--- config.mk ---
export PLATFORM = sky130hd
export DESIGN_NAME = alu_seq_ctrl
export DESIGN_NICKNAME = d
export VERILOG_FILES = /design/src/rtl/alu_seq_ctrl.sv
export SDC_FILE = /design/constraint.sdc
export NUM_CORES = 1
export LEC_CHECK = 0
export ABC_AREA = 1
export CAP_MARGIN = 20
export CORE_MARGIN = 1
export CORE_UTILIZATION = 46
export DETAILED_ROUTE_END_ITERATION = 8
export PLACE_DENSITY = 0.84
export RECOVER_POWER = 50
export REMOVE_ABC_BUFFERS = 1
export SYNTH_ARGS = -nofsm -noshare
export SYNTH_HDL_FRONTEND = slang
export SYNTH_SLANG_ARGS = --single-unit
--- constraint.sdc ---
create_clock -name clk -period 4.5 [get_ports clk]
set_input_delay 1.125 -clock clk [delete_from_list [all_inputs] [get_ports clk]]
set_output_delay 1.125 -clock clk [all_outputs]
set_load 0.01 [all_outputs]
--- src/rtl/alu_seq_ctrl.sv ---
// Sequences reg-reg instructions through RD_A/RD_B/EXEC/WB around a combinational ALU; accept->done is 4 cycles.
// Backpressure: instr_ready is high only in IDLE, so one instruction every 5 cycles (2 when illegal).
module alu_seq_ctrl #(
    parameter int RSEL_W = 3
) (
    input  logic              clk,
    input  logic              reset,
    input  logic              instr_valid,
    output logic              instr_ready,
    input  logic [15:0]       instr,
    output logic [RSEL_W-1:0] rf_rd_sel,
    input  logic [15:0]       rf_rd_data,
    output logic              rf_we,
    output logic [RSEL_W-1:0] rf_wr_sel,
    output logic [15:0]       rf_wr_data,
    output logic [15:0]       alu_in_a,
    output logic [15:0]       alu_in_b,
    output logic [3:0]        alu_select,
    output logic              alu_mode,
    output logic              alu_carry_in,
    input  logic [15:0]       alu_out,
    input  logic              alu_carry_out,
    input  logic              alu_compare,
    output logic              done,
    output logic              illegal,
    output logic              carry_flag,
    output logic              compare_flag
);

    typedef enum logic [2:0] {IDLE, RD_A, RD_B, EXEC, WB, ERR} state_t;

    state_t            state;
    logic [RSEL_W-1:0] rx_q;
    logic [RSEL_W-1:0] ry_q;
    logic [3:0]        sel_q;
    logic              mode_q;
    logic              use_carry_q;
    logic              cmp_only_q;
    logic [15:0]       a_q;
    logic [15:0]       b_q;
    logic [15:0]       res_q;

    // instr[3:2] carry no meaning for this controller
    logic unused_instr_bits;
    assign unused_instr_bits = ^instr[3:2];

    assign alu_in_a     = a_q;
    assign alu_in_b     = b_q;
    assign alu_select   = sel_q;
    assign alu_mode     = mode_q;
    assign alu_carry_in = use_carry_q & carry_flag;
    assign rf_wr_data   = res_q;

    always_ff @(posedge clk or posedge reset) begin
        if (reset) begin
            state        <= IDLE;
            instr_ready  <= 1'b1;
            rx_q         <= '0;
            ry_q         <= '0;
            sel_q        <= '0;
            mode_q       <= 1'b0;
            use_carry_q  <= 1'b0;
            cmp_only_q   <= 1'b0;
            a_q          <= '0;
            b_q          <= '0;
            res_q        <= '0;
            carry_flag   <= 1'b0;
            compare_flag <= 1'b0;
            rf_rd_sel    <= '0;
            rf_we        <= 1'b0;
            rf_wr_sel    <= '0;
            done         <= 1'b0;
            illegal      <= 1'b0;
        end else begin
            rf_we   <= 1'b0;
            done    <= 1'b0;
            illegal <= 1'b0;
            case (state)
                IDLE: begin
                    if (instr_valid && instr_ready) begin
                        rx_q        <= RSEL_W'(instr[15:13]);
                        ry_q        <= RSEL_W'(instr[12:10]);
                        sel_q       <= instr[9:6];
                        mode_q      <= instr[5];
                        use_carry_q <= instr[4];
                        cmp_only_q  <= instr[0];
                        instr_ready <= 1'b0;
                        if (instr[1]) begin
                            state   <= ERR;
                            illegal <= 1'b1;
                        end else begin
                            state     <= RD_A;
                            rf_rd_sel <= RSEL_W'(instr[15:13]);
                        end
                    end
                end
                RD_A: begin
                    a_q       <= rf_rd_data;
                    rf_rd_sel <= ry_q;
                    state     <= RD_B;
                end
                RD_B: begin
                    b_q       <= rf_rd_data;
                    rf_rd_sel <= '0;
                    state     <= EXEC;
                end
                EXEC: begin
                    res_q <= alu_out;
                    // logic ops leave the architectural flags untouched
                    if (!mode_q) begin
                        carry_flag   <= alu_carry_out;
                        compare_flag <= alu_compare;
                    end
                    rf_we     <= ~cmp_only_q;
                    rf_wr_sel <= rx_q;
                    done      <= 1'b1;
                    state     <= WB;
                end
                WB, ERR: begin
                    instr_ready <= 1'b1;
                    state       <= IDLE;
                end
                default: begin
                    instr_ready <= 1'b1;
                    state       <= IDLE;
                end
            endcase
        end
    end

endmodule

==> qor.txt <==
GRT overflow - 0
Worst-path clk slew - 80 ps
# IOs - 119
First-pass DRT Iterations - 4
Synthesized area - 2959 um2
Final wirelength - 6530 um
Avg WL per Cell - 12.68 um
Placed cell count - 499
Post-CTS Setup Bufs - 0
RSZ-0062 raised after global routing - false
Leak - 2.174 nW
Slew Limit Fails - 0
Fillers - 497
Starting Density - 0.4882
Gr usage total - 0.2023
Delay of the slowest critical-path stage - 980 ps
Die area - 6758 um2
Outcome - complete, no violations
Initial DRC count - 92
Antenna cells - 0
CTS tree - built
Tcrit/Tclk final - 0.6879
Clock Skew - 9.500 ps
Crit path required time - 4750 ps
Tmin final - 3096 ps
Commonest non-fill, non-tap cell in the layout - nand2_1
Synth cell types - 19
Fin cells - 515
Post-route ant nets - 0
Final setup violation count - 0
Placer Congestion - 0.7430
Die Span Y - 82.21 um
Flops & latches, synth - 76
# rows - 28
Vias post-DR - 2423
Via-to-Cell Ratio - 4.705
Largest net degree at the start of global routing - 38
Nets@finish - 488
Deepest clock path buffer count - 2
Core Area - 6061 um2
WP buf/inv - 3
CTS H-tree lvls - 3
Gate family responsible for the most delay along the worst path - buffers and inverters
Worst Tran Pin Value - 1230 ps
Critical path arrival - 3350 ps
Layout cells sized above 1 - 0.04773
Crit path kind - input port to asynchronous set/reset pin
YS warnings - 0
Area growth, synth to finish - 46.64%
DP Wirelength - 4632 um
P per Cell Area - 701.4 nW/um2
IO buf count - 116
Total Power - 3.043 mW
Hold Fails Final Rpt - 0
Clock latency on the worst-skew pair - 330 ps
Worst min path class - register to register
Synth Area per Inst - 9.335 um2
Seq/Total Area, Yosys - 0.6431
MaxCap Viol Count - 0
CP max stage cell - clkbuf_1
FMAX - 323.0 MHz
Fin Hold WS - 453.2 ps
Area post-placement - 4167 um2
Slew HR - 0.1802
Cts repair resizes - 0
Num CTS Buffers - 9
Hold_buf cts - 0
First-pass GRT wire length - 10160 um
Post-Layout Inst Area - 4339 um2
Drt drc - 0
CTS sink count - 76
Startpoint types - input port
Most frequent cells in the layout - nand2_1, clkdlybuf4s50_1, dfrtp_1
Peak VDD IR - 0.4471 mV
TNS Setup - 0 ps
Cell Chain, Critical Path - dlygate4sd3_1 > clkinvlp_2 > clkbuf_1
Setup crit end kind - asynchronous set/reset pin
Cells after Synth - 317
Initial antenna violation count - 0
Clock root cell - clkbuf_8
CP Max Fanout - 27
Number of global-route vias before repair - 2363
Die X - 82.21 um
-- through the flow --
step,util,setup WS [ps]
final,0.7159,1404
after global routing,0.7159,970.4
after CTS,0.7207,1936
after detailed placement,0.6874,2147
after global placement,0.6874,2176
after floorplan,-,1438
-- metal layers --
layer | part of all wire | wire length (um) | vias to the layer above | GRT usage
li1 | - | - | 1207 | -
met1 | 0.43 | 2784 | 1118 | 0.2319
met2 | 0.47 | 3062 | 89 | 0.3488
met3 | 0.093 | 607 | 9 | 0.06374
met4 | 0.012 | 76 | 0 | 0.08421
met5 | 0 | 0 | - | 0
-- state kept, by name (all words and copies together) (netlist names), 3 cells and up --
signal	count
rx_q	3
rf_wr_sel	3
rf_rd_sel	3
ry_q	3
alu_in_a	16
state	3
alu_in_b	16
alu_select	4
rf_wr_data	16
-- cell families (layout without fill, tap and decap cells) --
family	after synthesis	after routing	share of synthesized area
AO/OA/AOI/OAI	51	51	0.08626
flip-flops	76	76	0.6431
buffers and inverters	53	176	0.07484
AND/OR/NAND/NOR	137	137	0.1958
-- worst paths after layout --
path                                   from            end  slack [ps]  cells past startpoint
worst max-delay path                  reset   rf_wr_sel[1]        1400                      3
worst min-delay path             cmp_only_q          rf_we         450                      1
worst max register to register     state[2]  rf_wr_data[1]        2310                      5
worst min register to register   cmp_only_q          rf_we         450                      1
max in group clk                instr_ready    instr_ready        1960                      1
min in group asynchronous             reset   rf_wr_sel[0]        1480                      2
-- synthesized netlist by cell type (all sizes together) --
cell    number  share of area
nand2      120           0.15
dfrtp       75           0.63
o21ai       48          0.081
inv         42          0.053
buf          9          0.018
nand3        9          0.028
nor2         6          0.010
a21oi        3         0.0051
clkbuf       2         0.0034
dfstp        1         0.0089
nor3         1         0.0017
or2          1         0.0030
-- where the power goes --
part	switching, mW	internal (mW)	leakage [nW]	total (mW)
clock	0.233	0.283	0.109	0.516
combinational	0.650	0.682	1.13	1.33
sequential	0.181	1.01	0.938	1.20
-- layout make-up --
class / count / area (um2) / area share
clock buffer: 11 / 151.4 / 0.03489
clock inverter: 5 / 50.05 / 0.01153
inverter: 42 / 158.9 / 0.03662
multi-input combinational: 188 / 809.5 / 0.1866
sequential: 76 / 1903 / 0.4386
tap: 75 / 93.84 / 0.02163
timing repair buffer: 118 / 1172 / 0.2702
Power figures use the tool's default switching activity.
==> patch 1, RTL diff (same settings) <==
Set the parameter `RSEL_W` to 4 (it was 3).
--- a/src/rtl/alu_seq_ctrl.sv
+++ b/src/rtl/alu_seq_ctrl.sv
@@ -1,7 +1,7 @@
 // Sequences reg-reg instructions through RD_A/RD_B/EXEC/WB around a combinational ALU; accept->done is 4 cycles.
 // Backpressure: instr_ready is high only in IDLE, so one instruction every 5 cycles (2 when illegal).
 module alu_seq_ctrl #(
-    parameter int RSEL_W = 3
+    parameter int RSEL_W = 4
 ) (
     input  logic              clk,
     input  logic              reset,
Ports: changed (resized rf_rd_sel and rf_wr_sel); port bits go from 119 to 121. No check against the original RTL was run, so the function may have changed too.
==> patch 1 against the unedited design <==
  * The flow now finishes with violations (capacitance limit, slew limit)
  * Sequential cell count did not move
  * Non-clock buffer count fell by 1
  * Synthesized area rose by 3.6%
  * Wire length fell by 2.7%
  * Worst setup slack improved by 0.15 ns
  * Via count rose by 0.95%
  * First-iteration DRC count fell by 7.6%
  * Sequential share of layout area rose by 0.19 points
  * Cell area fell by 0.43%
  * Clock skew fell by 0.00077 ns
  * Highest routed layer unchanged
Power is not compared: it rests on default switching activity, and its combinational part moved more than twofold at a synthesized area within 25%.
==> patch 1: results (changes against the unedited design) <==
Placed design
  – Post-DP HPWL: 4.47 mm (was 4.63 mm)
  – GP Congestion: 0.749 (was 0.743)
  – Cell Area, Placed: 4240 µm² (was 4170 µm²)

STA
  – Clk_skew: 0.00873 ns (was 0.00950 ns)
  – Headroom to the max-slew limit: -0.0594 (was 0.180)
  – Max-slew violations: 39 (was 0)

Routing
  – Vias per cell: 4.72 (was 4.70)
  – Length of routed met2 wiring: 3.13 mm (was 3.06 mm)
  – Met3 routed wirelength: 529 µm (was 607 µm)
  – Routed wire length: 6.35 mm (was 6.53 mm)
  – DR iter-0 viols: 85 (was 92)

Global route
  – M2 GR Usage: 0.339 (was 0.349)
  – First-pass GRT wire length: 10.8 mm (was 10.2 mm)
  – Pin count of the biggest net entering global routing: 40 (was 38)
  – Number of global-route vias before repair: 2464 (was 2363)
  – Total GRT Usage: 0.193 (was 0.202)
  – M1 GR Usage: 0.218 (was 0.232)
  – Global Route met3 Usage: 0.0692 (was 0.0637)

Clocking
  – Clk buf depth: 2 (unchanged)

Hold path
  – Hold Crit Class: flip-flop to flip-flop (unchanged)

Final layout
  – Net count, final: 490 (was 488)
  – Layout cells sized above 1: 0.0635 (was 0.0477)

Worst setup path
  – Critical path data arrival time: 3.15 ns (was 3.35 ns)
  – Crit Path Max Fanout: 28 (was 27)
  – CP top delay family: simple AND/OR/NAND/NOR gates (was buffers and inverters)
  – Crit path max-delay cell type: nand4_1 (was clkbuf_1)
  – Critical Path Max Stage Delay: 0.94 ns (was 0.98 ns)

Status
  – Failing checks: capacitance limit, slew limit
  – Status: complete, but fails checks (was complete, no violations)

Synthesis
  – Cell variety after synth: 23 (was 19)
  – Synth cell count leaders: nand2_1, dfrtp_1, inv_1 (was nand2_1, dfrtp_1, o21ai_0)
  – Top post-synthesis cells by area: dfrtp_1, nand2_1, o21ai_0, inv_1, o21ai_2 (was dfrtp_1, nand2_1, o21ai_0, inv_1, nand3_4)

Power and ir drop
  – Final Total Pwr: 1.16 mW

Job
  – Maxcap violations: 1 (was 0)
[patch 1: cell types whose count changed after synthesis, sizes merged]
| cell | change |
|---|---|
| clkbuf | -2 |
| nor3 | -1 |
| nand4 | +1 |
| conb | +1 |
| nor2 | -1 |
| inv | -1 |
| buf | +5 |
| a21oi | -2 |
| o21ai | +1 |
| nand2 | +5 |
| nand3 | -1 |
[patch 1: final cells by class]
type / count / area (µm²)
multi-input combinational: 192 / 847
fill: 532 / 2070
inverter: 41 / 155
sequential: 76 / 1900
clock buffer: 12 / 135
clock inverter: 3 / 15.0
timing repair buffer: 117 / 1170
tap: 77 / 96.3
[patch 1: worst paths after layout]
check / cells past startpoint / slack (ns) / from / endpoint
worst max-delay path: 3 / 1.56 / instr_valid / alu_select[0]
worst max register to register: 5 / 2.26 / state[2] / state[2]
worst min-delay path: 1 / 0.43 / cmp_only_q / rf_we
worst min register to register: 1 / 0.43 / cmp_only_q / rf_we
max in group asynchronous: 3 / 1.73 / reset / instr_ready
min in group asynchronous: 2 / 1.63 / reset / alu_in_b[11]
[patch 1: worst reg2reg max path, cell delays in order, from the launching register on]
cell and delay [ns]:
dfrtp_1 0.43, inv_1 0.12, nand3_1 0.57, inv_1 0.78, o21ai_0 0.20, inv_1 0.08
[patch 1: per-stage QoR]
stage | std cells | hold slack (ns) | worst slack (ns)
2_1_floorplan | 309 | 0.404 | 1.44
3_3_place_gp | 503 | 0.411 | 1.99
3_5_place_dp | 503 | 0.418 | 1.94
4_1_cts | 518 | 0.429 | 1.91
5_1_grt | 518 | 0.438 | 1.32
6_report | 518 | 0.425 | 1.56
==> patch 2, RTL diff (config.mk and constraints unchanged) <==
Made on the original files. Make the reset (`reset`) synchronous in one clocked block.
--- a/src/rtl/alu_seq_ctrl.sv
+++ b/src/rtl/alu_seq_ctrl.sv
@@ -51,7 +51,7 @@
     assign alu_carry_in = use_carry_q & carry_flag;
     assign rf_wr_data   = res_q;
 
-    always_ff @(posedge clk or posedge reset) begin
+    always_ff @(posedge clk) begin
         if (reset) begin
             state        <= IDLE;
             instr_ready  <= 1'b1;
Behaviour: differs if reset is asserted again (counterexample within 4 cycles, from zero or initial values and one cycle with reset high); with reset held inactive, the same outputs for 10 cycles.
==> patch 2 against the unedited design <==
  * First-iteration DRC count fell by 6.5%
  * Wire length grew 3.3%
  * Non-clock buffer count did not move
  * Via count rose by 6.5%
  * Sequential cell count is the same
  * Die area decreased by 8.6%
  * Cell area is 6.7% lower
  * Register-to-register slack better by 0.23 ns
  * Worst setup slack gained 0.33 ns
  * Synthesized area shrank 8.8%
  * Critical path type is now input pin to flip-flop
  * Largest cell class unchanged
Power is not compared: it rests on default switching activity, and its combinational part moved more than twofold at a synthesized area within 25%.
==> patch 2: results (changes against the unedited design) <==
Synthesis
  – Ys flop type: dfxtp_1 (was dfrtp_1)
  – Synth cell count leaders: nor2_1, dfxtp_1, nand2_1 (was nand2_1, dfrtp_1, o21ai_0)
  – Top post-synthesis cells by area: dfxtp_1, nor2_1, nand2_1, o21ai_0, a21oi_1 (was dfrtp_1, nand2_1, o21ai_0, inv_1, nand3_4)
  – Cell variety after synth: 18 (was 19)
  – Asr flop ratio synth: 0 (was 1.00)
  – Yosys warns: 0 (unchanged)
  – Register area share after synthesis: 0.564 (was 0.643)

Global route
  – Number of global-route vias before repair: 2358 (was 2363)
  – Total GRT Usage: 0.225 (was 0.202)
  – First-pass GRT wire length: 10.7 mm (was 10.2 mm)
  – Pin count of the biggest net entering global routing: 43 (was 38)

Clocking
  – Worst skew pair latency: 0.34 ns
  – CTS buffer count: 9 (unchanged)
  – Clock-pin slew of the registers on the worst-case setup and hold paths: 0.08 ns (about the same)
  – # Post-CTS Setup Buffers: 0 (unchanged)
  – Clk buf depth: 2 (unchanged)
  – Htree depth: 3 (unchanged)

STA
  – Clk_skew: 0.00671 ns (was 0.00950 ns)
  – Worst slew pin tran: 0.629 ns (was 1.23 ns)

Status
  – Status: complete, no violations (unchanged)

Worst setup path
  – Crit Path Max Fanout: 15 (was 27)
  – Critical path data arrival time: 3.03 ns (was 3.35 ns)

Placed design
  – GP Congestion: 0.799 (was 0.743)
  – Cell Area, Placed: 3860 µm² (was 4170 µm²)
  – Post-DP HPWL: 4.55 mm (was 4.63 mm)
  – Input/output buffers: 116 (unchanged)
  – DP Worst Slack: 1.38 ns (was 2.15 ns)

Final layout
  – Net count, final: 510 (was 488)
  – Layout cells sized above 1: 0.0541 (was 0.0477)

Power and ir drop
  – LEAKAGE: 1.62 nW

Routing
  – Vias per cell: 4.83 (was 4.70)
  – Routed wire length: 6.74 mm (was 6.53 mm)
  – DR iter-0 viols: 86 (was 92)
[patch 2: cell count changes after synthesis, moves of 2 or more]
cell,delta
nand3_2,+2
dfxtp_1,+76
inv_2,+5
nand3_4,-3
a21oi_1,+29
clkbuf_1,+11
nand2_1,-45
nor3_1,+2
buf_2,-2
nor2_1,+77
dfrtp_1,-75
inv_1,-35
o21ai_0,-9
clkbuf_2,-2
[patch 2: kinds of logic after synthesis]
family | after synthesis | share of synthesized area
buf+inv | 31 | 0.0510
compound gates | 70 | 0.130
flops | 76 | 0.564
simple gates | 170 | 0.255
[patch 2: path summary, 6_finish.rpt]
kind                    start  endpoint  slack (ns)  cells after the start
hold reg to reg    cmp_only_q     rf_we        0.43                      1
setup reg to reg     state[0]   rx_q[0]        2.54                      5
hold / removal     cmp_only_q     rf_we        0.43                      1
setup / recovery  instr_valid   rx_q[0]        1.74                      5
[patch 2: metal layers]
metal,vias to the layer above,wire (µm),GRT usage
li1,1328,-,-
met1,1161,2840,0.248
met2,82,3350,0.403
met3,10,448,0.0500
met4,0,109,0.115
met5,-,0,0
[patch 2: critical path: stages]
cell	delay, ns
dlygate4sd3_1	0.56
nand4_1	0.52
inv_1	0.56
nand2_1	0.11
a21oi_1	0.15
[patch 2: cell type report]
cell class / count / area (µm²)
fillers: 434 / 1530
flip-flops and latches: 76 / 1520
repair buffers: 118 / 1180
multi-input cells: 240 / 1020
clock buffers: 11 / 131
well taps: 72 / 90.1
clock inverters: 5 / 52.6
inverters: 12 / 45.0
[patch 2: power by group]
| part | switching [mW] | internal (mW) |
|---|---|---|
| combinational | 0.302 | 0.270 |
| clock | 0.238 | 0.254 |
| sequential | 0.0617 | 0.783 |
[patch 2: stage by stage]
stage	hold slack (ns)	instances
4_1_cts	0.433	533
5_1_grt	0.457	534
3_5_place_dp	0.420	517
6_report	0.434	534
2_1_floorplan	0.398	328
3_3_place_gp	0.409	517
